`src/rtl/l2cache_control.sv`:
```
// L2 cache controller: hit handling, dirty writeback and line allocation
// sequencing, plus saturating hit/miss/writeback performance counters.
module l2cache_control #(
  parameter int CNT_WIDTH = 16
) (
  input  logic                 clk,
  input  logic                 reset_n,
  input  logic                 cache_read,
  input  logic                 cache_write,
  output logic                 cache_resp,
  input  logic                 way1_hit,
  input  logic                 way2_hit,
  input  logic                 dirty_out,
  input  logic                 LRU_out,
  output logic                 R_W,
  output logic                 load_data_1,
  output logic                 load_data_2,
  output logic                 dirty_bit,
  output logic                 load_dirty_1,
  output logic                 load_dirty_2,
  output logic                 load_LRU,
  output logic                 LRU_in,
  output logic                 pmem_read,
  output logic                 pmem_write,
  input  logic                 pmem_resp,
  input  logic                 clr_counts,
  output logic [CNT_WIDTH-1:0] hit_count,
  output logic [CNT_WIDTH-1:0] miss_count,
  output logic [CNT_WIDTH-1:0] wb_count
);

  typedef enum logic [1:0] {
    IDLE      = 2'd0,
    WRITEBACK = 2'd1,
    ALLOCATE  = 2'd2
  } state_t;

  state_t state_reg, state_next;

  logic req;
  logic hit;
  logic miss_event;
  logic wb_event;

  assign req = cache_read | cache_write;
  assign hit = req & (way1_hit | way2_hit);

  // State register; reset abandons any in-flight memory transaction.
  always_ff @(posedge clk) begin
    if (!reset_n) state_reg <= IDLE;
    else          state_reg <= state_next;
  end

  // Next-state and datapath/pmem control decode.
  always_comb begin
    state_next   = state_reg;
    cache_resp   = 1'b0;
    R_W          = 1'b0;
    load_data_1  = 1'b0;
    load_data_2  = 1'b0;
    dirty_bit    = 1'b0;
    load_dirty_1 = 1'b0;
    load_dirty_2 = 1'b0;
    load_LRU     = 1'b0;
    LRU_in       = 1'b0;
    pmem_read    = 1'b0;
    pmem_write   = 1'b0;
    miss_event   = 1'b0;
    wb_event     = 1'b0;
    case (state_reg)
      IDLE: begin
        if (hit) begin
          cache_resp = 1'b1;
          load_LRU   = 1'b1;
          // LRU points at the way that was not hit.
          LRU_in     = way1_hit;
          if (cache_write) begin
            R_W       = 1'b1;
            dirty_bit = 1'b1;
            if (way1_hit) begin
              load_data_1  = 1'b1;
              load_dirty_1 = 1'b1;
            end else begin
              load_data_2  = 1'b1;
              load_dirty_2 = 1'b1;
            end
          end
        end else if (req) begin
          miss_event = 1'b1;
          state_next = dirty_out ? WRITEBACK : ALLOCATE;
        end
      end
      WRITEBACK: begin
        R_W        = 1'b1;
        pmem_write = 1'b1;
        if (pmem_resp) begin
          wb_event   = 1'b1;
          state_next = ALLOCATE;
        end
      end
      ALLOCATE: begin
        pmem_read = 1'b1;
        if (pmem_resp) begin
          // Fill the victim way chosen by LRU; freshly loaded line is clean.
          if (LRU_out) begin
            load_data_2  = 1'b1;
            load_dirty_2 = 1'b1;
          end else begin
            load_data_1  = 1'b1;
            load_dirty_1 = 1'b1;
          end
          state_next = IDLE;
        end
      end
      default: state_next = IDLE;
    endcase
  end

  // Counter bank: 0 = hits, 1 = misses, 2 = writebacks.
  logic [2:0]           cnt_inc;
  logic [CNT_WIDTH-1:0] cnt_reg [3];

  assign cnt_inc = {wb_event, miss_event, cache_resp};

  generate
    for (genvar gi = 0; gi < 3; gi++) begin : g_cnt
      // Saturating counter; clear wins over a same-cycle increment.
      always_ff @(posedge clk) begin
        if (!reset_n || clr_counts)
          cnt_reg[gi] <= '0;
        else if (cnt_inc[gi] && (cnt_reg[gi] != {CNT_WIDTH{1'b1}}))
          cnt_reg[gi] <= cnt_reg[gi] + 1'b1;
      end
    end
  endgenerate

  assign hit_count  = cnt_reg[0];
  assign miss_count = cnt_reg[1];
  assign wb_count   = cnt_reg[2];

endmodule

```
`config.mk`:
```
export PLATFORM = sky130hd
export DESIGN_NAME = l2cache_control
export DESIGN_NICKNAME = d
export VERILOG_FILES = /design/src/rtl/l2cache_control.sv
export SDC_FILE = /design/constraint.sdc
export NUM_CORES = 1
export LEC_CHECK = 0
export ABC_AREA = 1
export CORE_UTILIZATION = 46
export DETAILED_ROUTE_END_ITERATION = 10
export PLACE_DENSITY = 0.77
export SLEW_MARGIN = 20
export SYNTH_ARGS = -nofsm -noshare
export SYNTH_HDL_FRONTEND = slang
export SYNTH_SLANG_ARGS = --single-unit
```
`constraint.sdc`:
```
create_clock -name clk -period 1.86 [get_ports clk]
set_input_delay 0.279 -clock clk [delete_from_list [all_inputs] [get_ports clk]]
set_output_delay 0.279 -clock clk [all_outputs]
set_load 0.1 [all_outputs]
```
==> results of run 1 <==
power groups by stage:
stage,sequential (mW),clock (mW),combinational (mW)
final,1.38,0.778,1.10
after global routing,1.39,0.835,1.14
after CTS,1.38,0.788,1.10
after detailed placement,1.41,0,1.10
after global placement,1.41,0,1.08
after floorplan,1.80,0,0.309
per-layer routing:
layer  global-route usage (%)  part of all wire [%]  vias to the layer above
li1                         -                     -                     1365
met1                     29.8                    44                     1285
met2                     37.4                    50                       78
met3                     3.83                   5.2                        4
met4                     6.32                  0.63                        0
met5                        0                     0                        -
synthesized netlist by cell type (all sizes together):
cell and instances:
nand3b 3, buf 6, o21ai 4, xnor2 10, nor2 90, edfxtp 48, nand3 32, nand4 14
or2 1, ha 3, xor2 15, inv 43, clkinv 1, dfxtp 2, nand2 87, nor3 3
o21bai 3, a21oi 1
timing repair:
action                     CTS  global route
gates resized for setup      1             2
setup buffers                0             3
pin swaps                    2             1
setup endpoints to repair    2             2
hold endpoints to repair     0             0
cell type report:
| class | instances | area share, % |
|---|---|---|
| flip-flops and latches | 50 | 31.5 |
| clock buffers | 6 | 1.54 |
| inverters | 44 | 3.60 |
| well taps | 77 | 2.04 |
| repair buffers | 89 | 27.0 |
| clock inverters | 2 | 0.795 |
| multi-input cells | 266 | 33.5 |
cell families (layout without fill, tap and decap cells):
group           after synthesis  after routing  synth area share, %
compound gates                8              8                 1.64
simple gates                230            230                 35.7
xor+xnor                     25             25                 6.99
buf+inv                      50            141                 7.19
flops                        50             50                 47.3
fa+ha+maj                     3              3                 1.20
layout by cell type (no fill, tap or decap), drive strengths merged:
master	count
nor2	90
nand2	87
buf	80
edfxtp	48
inv	42
nand3	32
xor2	15
nand4	14
xnor2	10
clkdlybuf4s50	8
clkbuf	6
o21ai	4
o21bai	3
nor3	3
nand3b	3
ha	3
clkinvlp	2
dfxtp	2
or2	1
clkinv	1
a21oi	1
bufinv	1
dlygate4sd2	1
worst paths after layout:
check	startpoint	slack [ps]	end	cells past startpoint
max	state_reg[0]	50	load_data_2	6
min	reset_n	550	state_reg[1]	3
max reg2reg	cnt_reg[0][1]	150	cnt_reg[0][0]	8
min reg2reg	state_reg[1]	690	state_reg[0]	4
through the flow:
| step | power (mW) | hold WS, ps | worst slack [ps] |
|---|---|---|---|
| after detailed placement | 2.51 | 579 | -63.6 |
| after global placement | 2.49 | 559 | 10.6 |
| final | 3.26 | 550 | 51.7 |
| after CTS | 3.27 | 540 | 22.0 |
| after global routing | 3.37 | 572 | -7.53 |
| after floorplan | 2.11 | 397 | -612 |
critical path, cell delays in order (launching register included):
cell     delay (ps)
dfxtp_4         370
nor2_4          160
o21ai_4          90
nor2_4          120
nand2_4          80
o21ai_4         200
buf_12          200
==> metrics.txt, run 1 <==
# TYPE chip_impl_metric gauge
chip_impl_info{name="tritoncts_clock_tree",value="built"} 1
chip_impl_info{name="crit_type",value="reg -> out"} 1
chip_impl_metric{name="timing.max_cap.violations",unit=""} 0
chip_impl_metric{name="row_count",unit=""} 29
chip_impl_metric{name="grtUsageTotal",unit="%"} 22.3
chip_impl_metric{name="data_arrival_time_of_the_critical_path",unit="ps"} 1530
chip_impl_metric{name="dieWidth",unit="um"} 84.5
chip_impl_info{name="yosys-top-cells-area",value="edfxtp_1, nand2_1, nor2_1, inv_1, xor2_1"} 1
chip_impl_metric{name="ir_worst_vdd",unit="V"} 0.000381
chip_impl_metric{name="cts_max_level",unit=""} 2
chip_impl_info{name="outcome",value="finished with violations"} 1
chip_impl_metric{name="fin_util",unit="%"} 73.1
chip_impl_metric{name="postSynthAreaPerCell",unit="um2"} 8.56
chip_impl_metric{name="tritoncts_num_sinks",unit=""} 50
chip_impl_metric{name="timing.setup.tns",unit="ps"} 0
chip_impl_metric{name="die_h",unit="um"} 84.5
chip_impl_metric{name="final-hold-violation-count",unit=""} 0
chip_impl_metric{name="p_leak",unit="nW"} 1.81
chip_impl_metric{name="total_of_fill_cells_in_the_finished_design",unit=""} 447
chip_impl_metric{name="worstPathMaxFanout",unit=""} 3
chip_impl_metric{name="grt_max_degree",unit=""} 17
chip_impl_metric{name="share_of_cells_above_drive_strength_1",unit="%"} 33.3
chip_impl_metric{name="final_worst_path_cycle_share",unit="%"} 97.2
chip_impl_info{name="timing.critical_path.to_type",value="output pin"} 1
chip_impl_info{name="cts.root.buffer_cell",value="clkbuf_8"} 1
chip_impl_metric{name="cp_data_required_time",unit="ps"} 1580
chip_impl_metric{name="cts_max_path_buffers",unit=""} 2
chip_impl_metric{name="global_route_wire_length_before_repair",unit="um"} 12600
chip_impl_metric{name="post_drt_via_cell_ratio",unit=""} 5.12
chip_impl_metric{name="floorplan.initialDensity",unit="%"} 48.5
chip_impl_info{name="violated_checks",value="DRC"} 1
chip_impl_metric{name="synth_seq_area_share",unit="%"} 47.3
chip_impl_metric{name="seqCellArea",unit="um2"} 1490
chip_impl_metric{name="antenna_violations_before_repair",unit=""} 0
chip_impl_metric{name="sw_pwr",unit="mW"} 1.21
chip_impl_info{name="hold_class",value="in -> reg"} 1
chip_impl_metric{name="netlist-cell-type-count",unit=""} 27
chip_impl_metric{name="sw_frac_of_total",unit="%"} 37.1
chip_impl_metric{name="drc_violation_total_after_the_first_tritonroute_iteration",unit=""} 108
chip_impl_metric{name="timing.clock.skew",unit="ps"} 14.5
chip_impl_metric{name="postLayoutCellArea",unit="um2"} 4720
chip_impl_metric{name="syn_area",unit="um2"} 3130
chip_impl_metric{name="place_area",unit="um2"} 4590
chip_impl_metric{name="portBuffers",unit=""} 68
chip_impl_metric{name="power_per_cell_area",unit="nW/um2"} 690
chip_impl_metric{name="worst_skew_pair.late_latency",unit="ps"} 310
chip_impl_metric{name="synth_fp_nets",unit=""} 379
chip_impl_metric{name="postSynthRegisterBits",unit=""} 50
chip_impl_metric{name="slew_headroom",unit="%"} 71.2
chip_impl_metric{name="layout.nets",unit=""} 469
chip_impl_metric{name="synthToLayoutAreaGrowth",unit="%"} 50.7
chip_impl_metric{name="remaining_drc_errors",unit=""} 10
chip_impl_metric{name="globalRoute.totalOverflow",unit=""} 0
chip_impl_metric{name="layout_cells_excl_fill",unit=""} 534
chip_impl_metric{name="detailedRoute.firstPassIterationCount",unit=""} 7
chip_impl_metric{name="cts_made_buffers",unit=""} 5
chip_impl_metric{name="dpl.hpwl",unit="um"} 5710
chip_impl_metric{name="synth-warning-count",unit=""} 0
chip_impl_metric{name="netlist.area_leader.share",unit="%"} 46.0
chip_impl_metric{name="cts.hold.buffers_added",unit=""} 0
chip_impl_metric{name="clock_power_share",unit="%"} 23.9
chip_impl_metric{name="wl_per_cell",unit="um"} 13.7
chip_impl_metric{name="largest_register_ff_count",unit=""} 48
chip_impl_metric{name="path_clk_slew",unit="ps"} 100
chip_impl_metric{name="grt_pass1_vias",unit=""} 2628
chip_impl_info{name="worstSetupStartpointType",value="register"} 1
chip_impl_metric{name="dieArea",unit="um2"} 7150
chip_impl_metric{name="num_antenna_cells",unit=""} 0
chip_impl_metric{name="post_synth_inst_count",unit=""} 366
chip_impl_metric{name="drtAntennaViolNets",unit=""} 0
chip_impl_metric{name="gp_congestion",unit=""} 0.812
chip_impl_metric{name="core-area",unit="um2"} 6460
chip_impl_metric{name="pwr-share-seq",unit="%"} 42.5
chip_impl_metric{name="multi_input_comb_area",unit="um2"} 1580
chip_impl_metric{name="drv_slew",unit=""} 0
chip_impl_metric{name="total_via_count_in_the_routed_design",unit=""} 2732
chip_impl_metric{name="timing.final.setup_violations",unit=""} 0
chip_impl_metric{name="final.min_clock_period",unit="ps"} 1810
chip_impl_metric{name="placed_cells",unit=""} 523
chip_impl_metric{name="timing_worst_slew_pin_value",unit="ps"} 431
chip_impl_metric{name="achievable-frequency",unit="GHz"} 0.553
chip_impl_metric{name="internal_power",unit="mW"} 2.05
chip_impl_info{name="synth_largest_area_cell",value="edfxtp_1"} 1
chip_impl_metric{name="power_frac_comb",unit="%"} 33.7
chip_impl_metric{name="drt-total-wl",unit="um"} 7330
chip_impl_metric{name="ioPinCount",unit=""} 69
(Power assumes the default switching activity.)
==> inputs of run 2 (changes only) <==
- CORE_MARGIN: default -> 2
==> run 2 against run 1 <==
Net effect: the run now ends clean; sequential power hardly changed; power is 4.5% lower; critical endpoint unchanged; maximum frequency is 2.3% lower; clock power is 21% lower; flip-flop and latch count stayed put; global-route usage is 0.25 points lower; sequential share of layout area is 0.058 points lower; count of clock-buffer cells in the layout stayed put; critical path depth stayed put.
==> metrics.txt, run 2 (synthesis results as in run 1) <==
# TYPE chip_impl_metric gauge
chip_impl_metric{name="cts_max_level",unit=""} 2
chip_impl_metric{name="path_clk_slew",unit="ps"} 90
chip_impl_metric{name="multi_input_comb_area",unit="um2"} 1590
chip_impl_metric{name="layout_cells_excl_fill",unit=""} 537
chip_impl_metric{name="seqCellArea",unit="um2"} 1490
chip_impl_metric{name="cts_max_path_buffers",unit=""} 2
chip_impl_metric{name="timing.clock.skew",unit="ps"} 5.06
chip_impl_info{name="crit_path_cell_trace",value="nor2_4, o21ai_4, nor2_4, nand2_4, o21ai_4, buf_12"} 1
chip_impl_metric{name="drtAntennaViolNets",unit=""} 0
chip_impl_metric{name="grt_max_degree",unit=""} 17
chip_impl_metric{name="remaining_drc_errors",unit=""} 0
chip_impl_metric{name="total_via_count_in_the_routed_design",unit=""} 2748
chip_impl_metric{name="detailedRoute.firstPassIterationCount",unit=""} 4
chip_impl_info{name="tritoncts_clock_tree",value="built"} 1
chip_impl_metric{name="slew_headroom",unit="%"} 68.8
chip_impl_metric{name="total_of_fill_cells_in_the_finished_design",unit=""} 491
chip_impl_info{name="layout.cells.most_common",value="nand2_1"} 1
chip_impl_metric{name="hold_path_depth",unit=""} 3
chip_impl_metric{name="layout.nets",unit=""} 469
chip_impl_metric{name="grtUsageTotal",unit="%"} 22.0
chip_impl_metric{name="worstPathMaxFanout",unit=""} 3
chip_impl_info{name="hold_class",value="in -> reg"} 1
chip_impl_info{name="outcome",value="finished, final reports clean"} 1
chip_impl_metric{name="worstSetupPathDepth",unit=""} 6
chip_impl_metric{name="cts.hold.buffers_added",unit=""} 0
chip_impl_metric{name="postLayoutCellArea",unit="um2"} 4730
chip_impl_info{name="layout.cells.most_common_list",value="nand2_1, nor2_1, buf_12"} 1
chip_impl_metric{name="antenna_violations_before_repair",unit=""} 0
chip_impl_metric{name="floorplan.initialDensity",unit="%"} 46.9
chip_impl_metric{name="cp_num_buf_inv",unit=""} 1
chip_impl_metric{name="synthToLayoutAreaGrowth",unit="%"} 51.0
chip_impl_info{name="timing.critical_path.to_type",value="output pin"} 1
chip_impl_metric{name="gp_congestion",unit=""} 0.917
chip_impl_metric{name="num_antenna_cells",unit=""} 0
chip_impl_info{name="crit_type",value="reg -> out"} 1
chip_impl_metric{name="reg2regPathDepth",unit=""} 8
chip_impl_metric{name="cp_data_required_time",unit="ps"} 1580
chip_impl_metric{name="achievable-frequency",unit="GHz"} 0.540
chip_impl_metric{name="dpl.hpwl",unit="um"} 6050
chip_impl_metric{name="largest_register_ff_count",unit=""} 48
chip_impl_metric{name="data_arrival_time_of_the_critical_path",unit="ps"} 1570
chip_impl_metric{name="placed_cells",unit=""} 524
chip_impl_metric{name="drt-total-wl",unit="um"} 7830
chip_impl_metric{name="drc_violation_total_after_the_first_tritonroute_iteration",unit=""} 115
chip_impl_metric{name="ir_worst_vdd",unit="V"} 0.000432
chip_impl_metric{name="grt_pass1_vias",unit=""} 2701
chip_impl_metric{name="share_of_cells_above_drive_strength_1",unit="%"} 33.0
chip_impl_metric{name="sw_frac_of_total",unit="%"} 38.4
chip_impl_metric{name="pwr-share-seq",unit="%"} 44.6
chip_impl_metric{name="final.setup.worst_slack",unit="ps"} 9.78
chip_impl_metric{name="preCtsSetupSlack",unit="ps"} -18.5
chip_impl_metric{name="wl_per_cell",unit="um"} 14.6
chip_impl_metric{name="post_drt_via_cell_ratio",unit=""} 5.12
chip_impl_info{name="worstSetupStartpointType",value="register"} 1
chip_impl_metric{name="p_leak",unit="nW"} 1.83
chip_impl_metric{name="global_route_wire_length_before_repair",unit="um"} 13000
chip_impl_metric{name="drv_slew",unit=""} 0
chip_impl_info{name="rsz_0062_raised_after_global_routing",value="true"} 1
chip_impl_info{name="path_delay_family",value="simple AND/OR/NAND/NOR gates"} 1
chip_impl_metric{name="timing.final.setup_violations",unit=""} 0
chip_impl_metric{name="slowest_delay",unit="ps"} 350
chip_impl_metric{name="final-hold-violation-count",unit=""} 0
chip_impl_metric{name="worst_skew_pair.late_latency",unit="ps"} 310
chip_impl_metric{name="dieWidth",unit="um"} 86.5
chip_impl_metric{name="globalRoute.totalOverflow",unit=""} 0
chip_impl_metric{name="power_frac_comb",unit="%"} 35.5
chip_impl_metric{name="core-area",unit="um2"} 6680
chip_impl_metric{name="row_count",unit=""} 30
chip_impl_metric{name="timing.max_cap.violations",unit=""} 0
chip_impl_metric{name="final.min_clock_period",unit="ps"} 1850
chip_impl_metric{name="cts_made_buffers",unit=""} 5
chip_impl_metric{name="final_worst_path_cycle_share",unit="%"} 99.5
chip_impl_metric{name="clock_power_share",unit="%"} 19.9
chip_impl_info{name="critPathSlowestCell",value="dfxtp_2"} 1
chip_impl_metric{name="ioPinCount",unit=""} 69
chip_impl_metric{name="internal_power",unit="mW"} 1.92
chip_impl_metric{name="portBuffers",unit=""} 68
chip_impl_metric{name="die_h",unit="um"} 86.5
chip_impl_metric{name="tritoncts_num_sinks",unit=""} 50
chip_impl_metric{name="place_area",unit="um2"} 4600
chip_impl_metric{name="dieArea",unit="um2"} 7490
chip_impl_metric{name="timing_worst_slew_pin_value",unit="ps"} 466
chip_impl_metric{name="power_per_cell_area",unit="nW/um2"} 658
chip_impl_info{name="cts.root.buffer_cell",value="clkbuf_8"} 1
chip_impl_metric{name="sw_pwr",unit="mW"} 1.20
[run 2: changes by cell type in the layout (fill, tap and decap cells not counted), sizes merged]
cell / previous run / this run
bufinv: 1 / 0
dlygate4sd2: 1 / 0
clkdlybuf4s50: 8 / 7
dlymetal6s2s: 0 / 2
clkinvlp: 2 / 1
clkinv: 1 / 3
[run 2: final timing paths]
| check | from | slack [ps] | endpoint |
|---|---|---|---|
| setup / recovery | state_reg[1] | 10 | load_data_2 |
| setup reg to reg | cnt_reg[0][1] | 140 | cnt_reg[0][9] |
| hold / removal | reset_n | 540 | state_reg[1] |
| hold reg to reg | cnt_reg[2][0] | 650 | cnt_reg[2][0] |
[run 2: layout make-up]
class | instances | share of cell area, %
multi-input cells | 266 | 33.5
flip-flops and latches | 50 | 31.4
repair buffers | 89 | 27.7
inverters | 44 | 3.60
well taps | 80 | 2.12
clock buffers | 6 | 1.53
clock inverters | 2 | 0.185
[run 2: worst reg2reg max path, delay by kind of cell (launching register included)]
kind | cells | cell delay [ps]
buffers and inverters | 2 | 150
and+or+nand+nor | 5 | 610
DFF | 1 | 440
adders and majority gates | 1 | 200
[run 2: stage by stage]
stage / hold WS (ps) / power, mW / utilization, % / setup TNS, ps
6_report: 535 / 3.11 / 70.8 / 0
3_5_place_dp: 584 / 2.51 / 68.9 / -338
2_1_floorplan: 397 / 2.11 / - / -32990
5_1_grt: 539 / 3.21 / 70.8 / -124
3_3_place_gp: 559 / 2.50 / 68.9 / 0
4_1_cts: 535 / 3.11 / 70.3 / 0
[run 2: what timing repair did]
item	in CTS	in global routing
pin swaps	4	5
setup endpoints to repair	2	5
buffers inserted	2	3
resized for setup	0	4
[run 2: power groups by stage]
| stage | clock network [mW] | logic, mW | registers (mW) |
|---|---|---|---|
| 2_1_floorplan | 0 | 0.309 | 1.80 |
| 3_3_place_gp | 0 | 1.08 | 1.41 |
| 3_5_place_dp | 0 | 1.10 | 1.41 |
| 4_1_cts | 0.622 | 1.10 | 1.39 |
| 5_1_grt | 0.664 | 1.14 | 1.40 |
| 6_report | 0.618 | 1.11 | 1.39 |
[run 2: metal layers]
| metal | track usage (%) | share of wire (%) |
|---|---|---|
| met4 | 4.97 | 1.9 |
| met3 | 5.24 | 5.7 |
| met2 | 39.7 | 54 |
| met5 | 0 | 0 |
| met1 | 26.7 | 39 |
==> inputs of run 3 (changes only) <==
- CORE_UTILIZATION: 46 -> 48
- CTS_BUF_LIST: default -> sky130_fd_sc_hd__clkbuf_8
- PLACE_DENSITY: 0.77 -> default
- PLACE_DENSITY_LB_ADDON: default -> 0.25
==> run 3 against run 2 <==
Net effect: the run now ends with setup timing left; hold slack better by 5.4 ps; via count is 0.11% lower; critical path depth unchanged; clock power increased by 5.3%; routed wire length is 3.9% lower; register-to-register slack gained 20 ps; non-clock buffer count stayed put; maximum frequency decreased by 1.2%; core utilization grew 3.6 points; sequential power about the same; sequential share of layout area about the same; count of clock-buffer cells in the layout stayed put; critical path type unchanged; highest routed layer unchanged.
==> metrics.txt, run 3 (synthesis results as in run 1) <==
# TYPE chip_impl_metric gauge
chip_impl_metric{name="power_per_cell_area",unit="nW/um2"} 664
chip_impl_metric{name="core-area",unit="um2"} 6350
chip_impl_metric{name="met3_length",unit="um"} 417
chip_impl_info{name="cts.root.buffer_cell",value="clkbuf_8"} 1
chip_impl_metric{name="path_clk_slew",unit="ps"} 90
chip_impl_metric{name="gp_congestion",unit=""} 0.832
chip_impl_metric{name="drt-total-wl",unit="um"} 7520
chip_impl_metric{name="grt_pass1_vias",unit=""} 2740
chip_impl_info{name="layout.cells.most_common_list",value="nand2_1, nor2_1, buf_12"} 1
chip_impl_metric{name="dr_wl_met2",unit="um"} 3820
chip_impl_metric{name="slowest_delay",unit="ps"} 350
chip_impl_metric{name="hold_path_depth",unit=""} 3
chip_impl_metric{name="die_h",unit="um"} 84.8
chip_impl_metric{name="achievable-frequency",unit="GHz"} 0.534
chip_impl_metric{name="final.min_clock_period",unit="ps"} 1870
chip_impl_metric{name="data_arrival_time_of_the_critical_path",unit="ps"} 1590
chip_impl_info{name="violated_checks",value="setup timing"} 1
chip_impl_metric{name="dieArea",unit="um2"} 7190
chip_impl_metric{name="p_leak",unit="nW"} 1.82
chip_impl_info{name="crit_path_cell_trace",value="nor2_4, o21ai_4, nor2_4, nand2_4, o21ai_4, buf_12"} 1
chip_impl_metric{name="timing.clock.skew",unit="ps"} 5.73
chip_impl_metric{name="post_drt_via_cell_ratio",unit=""} 5.14
chip_impl_metric{name="cts_max_level",unit=""} 2
chip_impl_metric{name="floorplan.initialDensity",unit="%"} 49.4
chip_impl_metric{name="wl_met1",unit="um"} 3150
chip_impl_info{name="layout.cells.most_common",value="nand2_1"} 1
chip_impl_info{name="r2r_end",value="cnt_reg[0][9]"} 1
chip_impl_metric{name="share_of_cells_above_drive_strength_1",unit="%"} 33.0
chip_impl_metric{name="layout.nets",unit=""} 469
chip_impl_metric{name="final.setup.worst_slack",unit="ps"} -12.2
chip_impl_metric{name="cts_made_buffers",unit=""} 5
chip_impl_metric{name="timing.setup.tns",unit="ps"} -23.3
chip_impl_info{name="startpoint",value="state_reg[1]"} 1
chip_impl_metric{name="worstPathMaxFanout",unit=""} 3
chip_impl_info{name="worstSetupStartpointType",value="register"} 1
chip_impl_info{name="path_delay_family",value="simple AND/OR/NAND/NOR gates"} 1
chip_impl_info{name="critPathSlowestCell",value="dfxtp_2"} 1
chip_impl_metric{name="largest_register_ff_count",unit=""} 48
chip_impl_info{name="tritoncts_clock_tree",value="built"} 1
chip_impl_metric{name="cp_data_required_time",unit="ps"} 1580
chip_impl_metric{name="global_route_wire_length_before_repair",unit="um"} 12600
chip_impl_metric{name="cts_max_path_buffers",unit=""} 2
chip_impl_metric{name="ir_worst_vdd",unit="V"} 0.000467
chip_impl_metric{name="grt_max_degree",unit=""} 17
chip_impl_metric{name="detailedRoute.firstPassIterationCount",unit=""} 4
chip_impl_metric{name="num_antenna_cells",unit=""} 0
chip_impl_metric{name="row_count",unit=""} 29
chip_impl_metric{name="cts.hold.buffers_added",unit=""} 0
chip_impl_metric{name="timing.max_cap.violations",unit=""} 0
chip_impl_metric{name="portBuffers",unit=""} 68
chip_impl_metric{name="final-hold-violation-count",unit=""} 0
chip_impl_info{name="hold_start",value="reset_n"} 1
chip_impl_metric{name="ioPinCount",unit=""} 69
chip_impl_metric{name="antenna_violations_before_repair",unit=""} 0
chip_impl_metric{name="synthToLayoutAreaGrowth",unit="%"} 50.9
chip_impl_metric{name="drtAntennaViolNets",unit=""} 0
chip_impl_info{name="crit_type",value="reg -> out"} 1
chip_impl_metric{name="reg2regPathDepth",unit=""} 8
chip_impl_metric{name="grtUsageTotal",unit="%"} 21.8
chip_impl_metric{name="timing.final.setup_violations",unit=""} 2
chip_impl_metric{name="drc_violation_total_after_the_first_tritonroute_iteration",unit=""} 127
chip_impl_info{name="crit_reg_reg_startpoint",value="cnt_reg[0][1]"} 1
chip_impl_metric{name="worst_skew_pair.late_latency",unit="ps"} 300
chip_impl_metric{name="final_worst_path_cycle_share",unit="%"} 101
chip_impl_metric{name="timing_worst_slew_pin_value",unit="ps"} 499
chip_impl_info{name="hold_class",value="in -> reg"} 1
chip_impl_info{name="rsz_0062_raised_after_global_routing",value="true"} 1
chip_impl_info{name="timing.critical_path.to_type",value="output pin"} 1
chip_impl_info{name="whs_endpoint",value="state_reg[1]"} 1
chip_impl_metric{name="wl_per_cell",unit="um"} 14.1
chip_impl_metric{name="tritoncts_num_sinks",unit=""} 50
chip_impl_metric{name="fin_util",unit="%"} 74.5
chip_impl_metric{name="remaining_drc_errors",unit=""} 0
chip_impl_metric{name="cp_num_buf_inv",unit=""} 1
chip_impl_metric{name="dpl.hpwl",unit="um"} 5790
chip_impl_metric{name="dieWidth",unit="um"} 84.8
chip_impl_metric{name="globalRoute.totalOverflow",unit=""} 0
chip_impl_metric{name="slew_headroom",unit="%"} 66.6
chip_impl_info{name="route.top_layer_used",value="met4"} 1
chip_impl_metric{name="total_via_count_in_the_routed_design",unit=""} 2745
chip_impl_metric{name="timing.reg2reg.setup_slack",unit="ps"} 160
chip_impl_info{name="outcome",value="finished with violations"} 1
chip_impl_metric{name="drv_slew",unit=""} 0
-- run 3: cell type report --
class                      count  area [um2]
fill                         457        1620
multi-input combinational    266        1580
sequential                    50        1490
timing repair buffer          89        1300
inverter                      44         170
tap                           77        96.3
clock buffer                   6        82.6
clock inverter                 2        7.51
-- run 3: power breakdown --
group	leakage (nW)	switching [mW]	internal [mW]
logic	1.20	0.742	0.362
registers	0.563	0.0938	1.29
clock network	0.0538	0.358	0.294
-- run 3: worst max path at each step --
stage / to / slack, ps / cells after the start
global route: load_dirty_2 / -60 / 6
global placement: load_data_2 / -3 / 7
floorplan: load_dirty_2 / -610 / 6
CTS: load_dirty_2 / -6 / 6
finish: load_dirty_2 / -10 / 6
detailed placement: load_dirty_2 / -40 / 7
-- run 3: layer usage --
metal,vias to the layer above,track usage (%)
li1,1364,-
met5,-,0
met2,82,37.0
met1,1283,27.2
met4,0,7.36
met3,16,5.60
-- run 3: metrics by stage --
| step | power (mW) | area (um2) | std cells | worst slack [ps] | hold slack, ps |
|---|---|---|---|---|---|
| final | 3.14 | 4730 | 534 | -12.2 | 541 |
| after CTS | 3.14 | 4720 | 533 | -5.81 | 539 |
| after global placement | 2.50 | 4610 | 522 | -2.53 | 558 |
| after global routing | 3.24 | 4730 | 534 | -56.5 | 573 |
| after floorplan | 2.11 | 3310 | 366 | -612 | 397 |
| after detailed placement | 2.51 | 4610 | 522 | -39.9 | 593 |
-- run 3: what timing repair did --
item | in CTS | in global routing
buffers inserted | 3 | 1
pin swaps | 5 | 2
cloned | 0 | 0
endpoints found under the setup margin | 3 | 4
resized for setup | 3 | 0
-- run 3: tightest hold or removal path: stages --
cell             delay [ps]
clkdlybuf4s50_1         430
nand2_1                  70
nor2_1                   40
